### config.mk
export PLATFORM = sky130hd
export DESIGN_NAME = display_mux_ctrl_flat
export DESIGN_NICKNAME = d
export VERILOG_FILES = /design/src/rtl/display_pkg.sv /design/src/rtl/display_mux_ctrl_if.sv /design/src/rtl/tick_gen.sv /design/src/rtl/display_mux_ctrl.sv /design/src/flat_wrapper.sv
export SDC_FILE = /design/constraint.sdc
export NUM_CORES = 1
export LEC_CHECK = 0
export ABC_AREA = 0
export ABC_CLOCK_PERIOD_IN_PS = 4350
export CAP_MARGIN = 20
export CORE_MARGIN = 5
export CORE_UTILIZATION = 57
export CTS_CLUSTER_SIZE = 30
export DETAILED_ROUTE_END_ITERATION = 16
export PLACE_DENSITY = 0.86
export SYNTH_ARGS = -nofsm -noshare
export SYNTH_HDL_FRONTEND = slang
export SYNTH_HIERARCHICAL = 1
export SYNTH_SLANG_ARGS = --single-unit
### constraint.sdc
create_clock -name clk -period 4.35 [get_ports clk]
set_input_delay 0.6525 -clock clk [delete_from_list [all_inputs] [get_ports clk]]
set_output_delay 0.6525 -clock clk [all_outputs]
set_load 0.02 [all_outputs]
### src/rtl/display_pkg.sv
// Shared types and defaults for the two-digit multiplexed display controller.
package display_pkg;

  typedef enum logic [1:0] {
    BLANK0,
    SHOW0,
    BLANK1,
    SHOW1
  } disp_state_t;

  localparam int DEF_CLK_DIV     = 2400;
  localparam int DEF_SHOW_TICKS  = 8;
  localparam int DEF_BLANK_TICKS = 1;

  // A counter reaching n-1 needs $clog2(n) bits, but never fewer than one.
  function automatic int cnt_width(input int n);
    return (n <= 1) ? 1 : $clog2(n);
  endfunction

endpackage

### src/rtl/display_mux_ctrl_if.sv
// Digit-pair update handshake between a producer and the display controller.
interface display_mux_ctrl_if;

  logic       upd_valid;
  logic [3:0] upd_d1;
  logic [3:0] upd_d2;
  logic       upd_ready;

  modport master (output upd_valid, output upd_d1, output upd_d2, input upd_ready);
  modport slave  (input upd_valid, input upd_d1, input upd_d2, output upd_ready);

endinterface

### src/rtl/tick_gen.sv
// Refresh prescaler: one-cycle tick every CLK_DIV clocks.
module tick_gen import display_pkg::*; #(
  parameter int CLK_DIV = DEF_CLK_DIV
) (
  input  logic clk,
  input  logic reset,
  output logic tick
);

  localparam int             W    = cnt_width(CLK_DIV);
  localparam logic [W-1:0]   LAST = W'(CLK_DIV - 1);

  logic [W-1:0] count;

  always_ff @(posedge clk) begin
    if (!reset || count == LAST) begin
      count <= '0;
    end else begin
      count <= count + 1'b1;
    end
  end

  assign tick = (count == LAST);

endmodule

### src/rtl/display_mux_ctrl.sv
// Two-digit display multiplexer with blanking dead time and a frame-synchronous
// update buffer so the shown digits only change between frames.
module display_mux_ctrl import display_pkg::*; #(
  parameter int CLK_DIV     = DEF_CLK_DIV,
  parameter int SHOW_TICKS  = DEF_SHOW_TICKS,
  parameter int BLANK_TICKS = DEF_BLANK_TICKS
) (
  input  logic                     clk,
  input  logic                     reset,
  display_mux_ctrl_if.slave        upd,
  output logic [3:0]               s1,
  output logic [3:0]               s2,
  output logic                     sel,
  output logic [1:0]               an,
  output logic                     frame_done
);

  localparam int              DMAX       = (SHOW_TICKS > BLANK_TICKS) ? SHOW_TICKS : BLANK_TICKS;
  localparam int              DW         = cnt_width(DMAX);
  localparam logic [DW-1:0]   SHOW_LAST  = DW'(SHOW_TICKS - 1);
  localparam logic [DW-1:0]   BLANK_LAST = DW'(BLANK_TICKS - 1);

  disp_state_t   state, state_n;
  logic [DW-1:0] dwell, dwell_n, dwell_last;
  logic          tick, advance, accept, commit;
  logic          pend_full;
  logic [3:0]    pend_d1, pend_d2;

  tick_gen #(.CLK_DIV(CLK_DIV)) u_tick_gen (
    .clk  (clk),
    .reset(reset),
    .tick (tick)
  );

  always_ff @(posedge clk) begin
    if (!reset) begin
      state <= BLANK0;
      dwell <= '0;
    end else begin
      state <= state_n;
      dwell <= dwell_n;
    end
  end

  always_comb begin
    state_n    = state;
    dwell_n    = dwell;
    advance    = 1'b0;
    dwell_last = (state == SHOW0 || state == SHOW1) ? SHOW_LAST : BLANK_LAST;
    if (tick) begin
      if (dwell == dwell_last) begin
        advance = 1'b1;
        dwell_n = '0;
        case (state)
          BLANK0:  state_n = SHOW0;
          SHOW0:   state_n = BLANK1;
          BLANK1:  state_n = SHOW1;
          SHOW1:   state_n = BLANK0;
          default: state_n = BLANK0;
        endcase
      end else begin
        dwell_n = dwell + 1'b1;
      end
    end
  end

  assign accept = upd.upd_valid && upd.upd_ready;
  assign commit = advance && (state == SHOW1) && pend_full;

  // Outputs decode the next state so they land together with the state change.
  // upd_ready lags the buffer emptying by one cycle, so the commit cycle itself
  // still refuses a new offer.
  always_ff @(posedge clk) begin
    if (!reset) begin
      an            <= 2'b11;
      sel           <= 1'b0;
      s1            <= 4'h0;
      s2            <= 4'h0;
      frame_done    <= 1'b0;
      pend_full     <= 1'b0;
      pend_d1       <= 4'h0;
      pend_d2       <= 4'h0;
      upd.upd_ready <= 1'b1;
    end else begin
      an            <= (state_n == SHOW0) ? 2'b10 : (state_n == SHOW1) ? 2'b01 : 2'b11;
      sel           <= (state_n == BLANK1) || (state_n == SHOW1);
      frame_done    <= advance && (state == SHOW1);
      upd.upd_ready <= !(pend_full || accept);
      if (accept) begin
        pend_d1   <= upd.upd_d1;
        pend_d2   <= upd.upd_d2;
        pend_full <= 1'b1;
      end
      if (commit) begin
        s1        <= pend_d1;
        s2        <= pend_d2;
        pend_full <= 1'b0;
      end
    end
  end

endmodule

### src/flat_wrapper.sv
// flat-port wrapper written by rule: the top's interface ports become plain ports
module display_mux_ctrl_flat import display_pkg::*;
#(
  parameter int CLK_DIV     = DEF_CLK_DIV,
  parameter int SHOW_TICKS  = DEF_SHOW_TICKS,
  parameter int BLANK_TICKS = DEF_BLANK_TICKS
)
  (clk, reset, s1, s2, sel, an, frame_done, upd_upd_valid, upd_upd_d1, upd_upd_d2, upd_upd_ready);
  display_mux_ctrl_if upd_i ();
  input  logic clk;
  input  logic reset;
  output logic [3:0] s1;
  output logic [3:0] s2;
  output logic sel;
  output logic [1:0] an;
  output logic frame_done;
  input wire logic [$bits(upd_i.upd_valid)-1:0] upd_upd_valid;
  input wire logic [$bits(upd_i.upd_d1)-1:0] upd_upd_d1;
  input wire logic [$bits(upd_i.upd_d2)-1:0] upd_upd_d2;
  output wire logic [$bits(upd_i.upd_ready)-1:0] upd_upd_ready;
  assign upd_i.upd_valid = upd_upd_valid;
  assign upd_i.upd_d1 = upd_upd_d1;
  assign upd_i.upd_d2 = upd_upd_d2;
  assign upd_upd_ready = upd_i.upd_ready;
  display_mux_ctrl #(.CLK_DIV(CLK_DIV), .SHOW_TICKS(SHOW_TICKS), .BLANK_TICKS(BLANK_TICKS)) u_core (.clk(clk), .reset(reset), .upd(upd_i), .s1(s1), .s2(s2), .sel(sel), .an(an), .frame_done(frame_done));
endmodule
==> results of run 1 <==
-- worst min-delay path, delay by kind of cell (launching register included) --
| kind | cells | cell delay [ns] |
|---|---|---|
| flip-flops | 1 | 0.33 |
| multiplexers | 1 | 0.05 |
| AND/OR/NAND/NOR | 1 | 0.05 |
-- cell families (layout without fill, tap and decap cells) --
kind of cell | after synthesis | count (layout) | share of synthesized area
flip-flops | 39 | 39 | 0.462
AND/OR/NAND/NOR | 78 | 78 | 0.232
adder cells (fa/ha/maj) | 6 | 6 | 0.0444
AO/OA/AOI/OAI | 29 | 29 | 0.124
buffers and inverters | 13 | 38 | 0.0296
XOR/XNOR | 5 | 5 | 0.0259
multiplexers | 14 | 14 | 0.0828
-- per-stage QoR --
| step | instance area (sq um) | total power, W |
|---|---|---|
| after floorplan | 1690 | 0.000400 |
| after global placement | 1940 | 0.000414 |
| after detailed placement | 1940 | 0.000416 |
| after CTS | 2000 | 0.000601 |
| after global routing | 2000 | 0.000626 |
| final | 2000 | 0.000594 |
-- area by class of cell --
type / instances / area, sq um / area share
multi-input cells: 132 / 861 / 0.431
flip-flops and latches: 39 / 781 / 0.391
repair buffers: 24 / 238 / 0.119
well taps: 31 / 38.8 / 0.0194
clock buffers: 5 / 37.5 / 0.0188
inverters: 6 / 22.5 / 0.0113
clock inverters: 3 / 20.0 / 0.0100
-- worst paths after layout --
check / start / to / slack, ns / cells after the start
worst min register to register: u_core/s2[3]$_SDFFE_PN0P_ / u_core/s2[3]$_SDFFE_PN0P_ / 0.47 / 2
worst max-delay path: u_core/u_tick_gen/count[7]$_SDFF_PP0_ / u_core/s1[0]$_SDFFE_PN0P_ / 1.48 / 5
worst max register to register: u_core/u_tick_gen/count[7]$_SDFF_PP0_ / u_core/s1[0]$_SDFFE_PN0P_ / 1.48 / 5
worst min-delay path: u_core/s2[3]$_SDFFE_PN0P_ / u_core/s2[3]$_SDFFE_PN0P_ / 0.47 / 2
-- power by group --
part	total, W	internal, W	switching (W)	leakage, nW
combinational	0.0000361	0.0000180	0.0000181	0.342
clock	0.000186	0.0000617	0.000125	0.0272
sequential	0.000372	0.000365	0.00000615	0.317
total	0.000594	0.000445	0.000149	0.686
-- cell usage in the layout, fill, tap and decap left out --
cell type	n
clkinv_2	1
o31ai_4	1
a221oi_4	1
or4_1	3
or3_2	1
a21oi_1	9
nor3_1	1
clkdlybuf4s50_1	23
a21boi_0	8
or3_1	5
dfxtp_1	39
nand4_4	1
nand3b_1	1
and2_1	3
nor3b_1	3
nor2b_1	1
clkbuf_4	5
xor2_1	3
nand2_1	40
nor2_1	8
clkinvlp_4	2
xnor2_1	2
ha_1	6
or4b_4	1
mux2i_1	14
o21ai_0	7
nand3_1	6
nand4_1	4
inv_1	6
buf_4	1
o31ai_1	3
-- cells in the mapped netlist (4+ instances only) --
cell / number / share of area
ha_1: 6 / 0.044
a21boi_0: 8 / 0.036
o21ai_0: 7 / 0.021
or3_1: 5 / 0.018
mux2i_1: 14 / 0.083
a21oi_1: 9 / 0.027
nand3_1: 6 / 0.018
nand4_1: 4 / 0.015
nor2_1: 8 / 0.018
dfxtp_1: 39 / 0.46
clkbuf_1: 6 / 0.013
nand2_1: 40 / 0.089
inv_1: 6 / 0.013
-- state kept, by name, summed over array words and instances (netlist names), 2 cells and up --
name	flops
u_core/state	2
u_core/pend_d2	4
u_core/an	2
u_core/s1	4
u_core/dwell	3
u_core/u_tick_gen/count	12
u_core/pend_d1	4
u_core/s2	4
-- routing by layer --
layer	track usage	routed length, um
met1	0.200	1410
met3	0.0691	200
met5	0	0
met4	0.0844	53
met2	0.289	1560
==> out/results.txt, run 1 <==
Run status: completed
Main synth FF type: dfxtp_1
Filler Cells Inserted: 211
Post-placement cell count: 232
Number of instances in the synthesized netlist: 184
Minimum setup slack after placement: 1.51 ns
Setup repair after global routing missed its margin: false
Hold-fix buffers, CTS: 0
Clock slew seen by the registers of the worst setup and hold paths: 0.12 ns
Fin crit period: 2.87 ns
Clk_skew: 0.00308 ns
Final worst path period share: 0.659
Number of rows in the core area: 19
Total via count in the routed design: 1349
Crit Path Max Fanout: 9
Initial antenna violation count: 0
Number of levels the H-tree was split into: 2
Setup TNS: 0 ns
Final core utilization: 0.712
Fmax: 349 MHz
Data required time of the worst path: 4.63 ns
Diode insertion count for antenna repair: 0
Die footprint: 4160 sq um
Crit path capture type: flop
Effective utilization at floorplan: 0.603
Layout overhead on the synthesized area: 18.1%
Global-route wire length before repair: 5740 um
Placeable core area: 2810 sq um
Num ports: 24
Number of failing setup endpoints in the final timing report: 0
Worst path arrival time: 3.15 ns
Post-synthesis instance area: 1690 sq um
Average vias per placed instance: 5.62
WL final: 3220 um
Number of nets produced by synthesis: 201
DIE HEIGHT: 64.5 um
Worst Setup Start Kind: flop
Critical Path, Cell by Cell: or4b_4 -> nor3_1 -> nand4_1 -> a21oi_1 -> mux2i_1
DP Wirelength: 2280 um
Power density over the cells: 297 nW/um^2
CTS tree: done
Number of buffers created by CTS: 5
Flop and latch count out of synthesis: 39
Dominant delay contributor by cell family on the critical path: simple AND/OR/NAND/NOR gates
Number of global-route vias before repair: 1340
Residual DRC count: 0
Worst rel slew slack: 0.338
Deepest clock path buffer count: 2
Share of layout cells above drive strength 1: 0.0670
NumNets Final: 225
Sequential cell area fraction in the yosys report: 0.462
Count of flip-flops with a built-in enable after synthesis: 0
PostCTS Resize Cnt: 0
Reported max-cap violation count: 0
Number of DRC markers after the initial detailed-route iteration: 85
FFs w/ async S/R, synth: 0
Worst path slowest cell: a21oi_1
Final Hold Slack: 0.470 ns
Count of nets left with antenna violations after detail routing: 0
Buf+Inv Stages, Crit Path: 0
Layout Cells excl Fill: 240
Worst VDD drop: 0.274 mV
Standby leakage power: 0.686 nW
Average wire per cell in the routed design: 13.4 um
Die span in x: 64.5 um
Sinks on Clock Net: 39
Count of buffers from port buffering: 23
RePlAce Congestion: 0.813
Number of search-and-repair iterations in the first detailed-routing pass: 4
Postcts setup bufs: 0
Endpoints failing hold: 0
Fin. max-slew vios: 0
Worst min-delay path class: flop to flop
Post-Synthesis Mean Instance Area: 9.19 sq um
Ys Warns: 6
Largest net degree at the start of global routing: 38
Tightest Pin Transition: 0.993 ns
Class of the most critical setup path: flop to flop
Slowest Stage Delay on Critical Path: 0.80 ns
Overall overflow remaining after global route: 0
Global-route usage over all layers: 0.176
Worst-Skew Late Latency: 0.35 ns
Clock tree root buffer cell: clkbuf_4
Worst setup slack after layout: 1.48 ns
Synth unique cells: 28
Power figures use the tool's default switching activity.
==> run 2: changes to the inputs <==
ABC_CLOCK_PERIOD_IN_PS = 2900   (was 4350)
CORE_UTILIZATION = 53   (was 57)
PLACE_DENSITY = 0.81   (was 0.86)
clock period = 2.9 ns   (was 4.35 ns; I/O delays follow)
==> run 2 against run 1 <==
Worst setup slack got worse by 1.0 ns. Clock power rose by 70%. Critical path depth did not move. Die area rose by 6.4%. Cell area rose by 1.9%. Critical path type unchanged. Critical endpoint is now u_core/state[0]$_SDFF_PN0_.
==> out/results.txt, run 2 (synthesis gave the netlist of run 1 again) <==
Tightest Pin Transition: 0.730 ns
Number of DRC markers after the initial detailed-route iteration: 119
Data required time of the worst path: 3.17 ns
Largest register FFs: 12
Postcts setup bufs: 0
Endpoints failing hold: 0
Number of search-and-repair iterations in the first detailed-routing pass: 4
Total via count in the routed design: 1359
Layout overhead on the synthesized area: 20.4%
Largest net degree at the start of global routing: 26
Final worst path period share: 0.846
Placeable core area: 3050 sq um
Fin crit period: 2.45 ns
Layout Cells excl Fill: 254
Reported max-cap violation count: 0
Setup repair after global routing missed its margin: false
Power density over the cells: 456 nW/um^2
Number of cells on the worst reg-to-reg path: 5
Run status: completed
Post-placement cell count: 246
Diode insertion count for antenna repair: 0
Number of rows in the core area: 20
Critical path destination: u_core/state[0]$_SDFF_PN0_
Setup TNS: 0 ns
Slowest Stage Delay on Critical Path: 0.58 ns
Class of the most critical setup path: flop to flop
Worst min-delay path class: flop to flop
Worst path arrival time: 2.73 ns
Worst-case register-to-register setup slack: 0.45 ns
WL final: 3290 um
Worst-Skew Late Latency: 0.35 ns
Most frequent cells in the layout: nand2_1 (40), dfxtp_1 (39), clkdlybuf4s50_1 (23)
Num ports: 24
Initial antenna violation count: 0
Critical path origin: u_core/u_tick_gen/count[7]$_SDFF_PP0_
Global-route usage over all layers: 0.175
Crit path capture type: flop
Clock slew seen by the registers of the worst setup and hold paths: 0.12 ns
Fin. max-slew vios: 0
Worst Setup Start Kind: flop
Deepest clock path buffer count: 2
DIE HEIGHT: 66.5 um
Total power: 0.000929 W
Number of failing setup endpoints in the final timing report: 0
Sinks on Clock Net: 39
Global-route wire length before repair: 5890 um
CTS tree: done
Worst setup slack after layout: 0.448 ns
Number of buffers created by CTS: 5
Clk_skew: 0.0105 ns
Number of global-route vias before repair: 1364
Standby leakage power: 0.701 nW
Number of levels the H-tree was split into: 2
Worst VDD drop: 0.302 mV
Die footprint: 4420 sq um
Average vias per placed instance: 5.35
Worst path slowest cell: nor3_1
Fmax: 408 MHz
Clock tree root buffer cell: clkbuf_4
RePlAce Congestion: 0.739
Minimum setup slack after placement: 0.473 ns
NumNets Final: 226
Most frequent standard cell in the layout excluding fill and tap cells: nand2_1
Overall overflow remaining after global route: 0
Final Hold Slack: 0.465 ns
PostCTS Resize Cnt: 0
Average wire per cell in the routed design: 13.0 um
Worst rel slew slack: 0.509
Effective utilization at floorplan: 0.554
Count of buffers from port buffering: 23
Startpoint of the most critical register-to-register path: u_core/u_tick_gen/count[7]$_SDFF_PP0_
Hold-fix buffers, CTS: 0
Worst reg2reg endpoint: u_core/state[0]$_SDFF_PN0_
Most flops, register: u_core/u_tick_gen/count
Count of nets left with antenna violations after detail routing: 0
Crit Path Max Fanout: 7
Share of layout cells above drive strength 1: 0.0714
Residual DRC count: 0
Die span in x: 66.5 um
Critical Path, Cell by Cell: or4b_4 -> nor3_1 -> inv_1 -> a221oi_4 -> mux2i_1
DP Wirelength: 2420 um
run 2: cell types whose count changed in the layout (fill, tap and decap cells not counted):
cell        before  now
clkinv_2         1    0
clkbuf_8         0    2
clkinvlp_4       2    1
buf_4            1    2
run 2: metal layers:
layer / vias up / track usage / wire, um
li1: 686 / - / -
met3: 4 / 0.0489 / 135
met1: 640 / 0.201 / 1450
met4: 0 / 0.0939 / 29
met2: 29 / 0.292 / 1680
met5: - / 0 / 0
run 2: per-stage QoR:
stage	area [sq um]	util
6_report	2040	0.667
5_1_grt	2040	0.667
4_1_cts	2040	0.667
3_5_place_dp	1960	0.643
3_3_place_gp	1960	0.643
2_1_floorplan	1690	-
run 2: worst max-delay path: cells and delay by family (launching register included):
| family | cells | cell delay [ns] |
|---|---|---|
| and+or+nand+nor | 2 | 1.15 |
| muxes | 1 | 0.27 |
| buffers and inverters | 1 | 0.16 |
| AOI/OAI and AO/OA | 1 | 0.43 |
| DFF | 1 | 0.37 |
run 2: area by class of cell:
cell class,count,area [sq um]
Fill cell,258,1020
Multi-Input combinational cell,132,861
Sequential cell,39,781
Timing Repair Buffer,25,245
Clock buffer,7,65.1
Tap cell,44,55.1
Inverter,6,22.5
Clock inverter,1,7.51
run 2: worst min-delay path by stage:
stage	slack [ns]	cells after the start	endpoint	start
4_1_cts	0.47	2	u_core/s1[2]$_SDFFE_PN0P_	u_core/s1[2]$_SDFFE_PN0P_
2_1_floorplan	0.43	1	u_core/u_tick_gen/count[0]$_SDFF_PP0_	u_core/u_tick_gen/count[0]$_SDFF_PP0_
3_5_place_dp	0.45	2	u_core/s2[3]$_SDFFE_PN0P_	u_core/s2[3]$_SDFFE_PN0P_
6_report	0.46	2	u_core/s2[3]$_SDFFE_PN0P_	u_core/s2[3]$_SDFFE_PN0P_
5_1_grt	0.50	2	u_core/s1[1]$_SDFFE_PN0P_	u_core/pend_d1[1]$_SDFFE_PN0P_
3_3_place_gp	0.44	1	u_core/u_tick_gen/count[0]$_SDFF_PP0_	u_core/u_tick_gen/count[0]$_SDFF_PP0_
run 2: power breakdown:
part	switching, W	internal (W)	total, W
Sequential	0.00000983	0.000548	0.000558
Clock	0.000175	0.000142	0.000316
Combinational	0.0000279	0.0000269	0.0000548
Total	0.000212	0.000717	0.000929
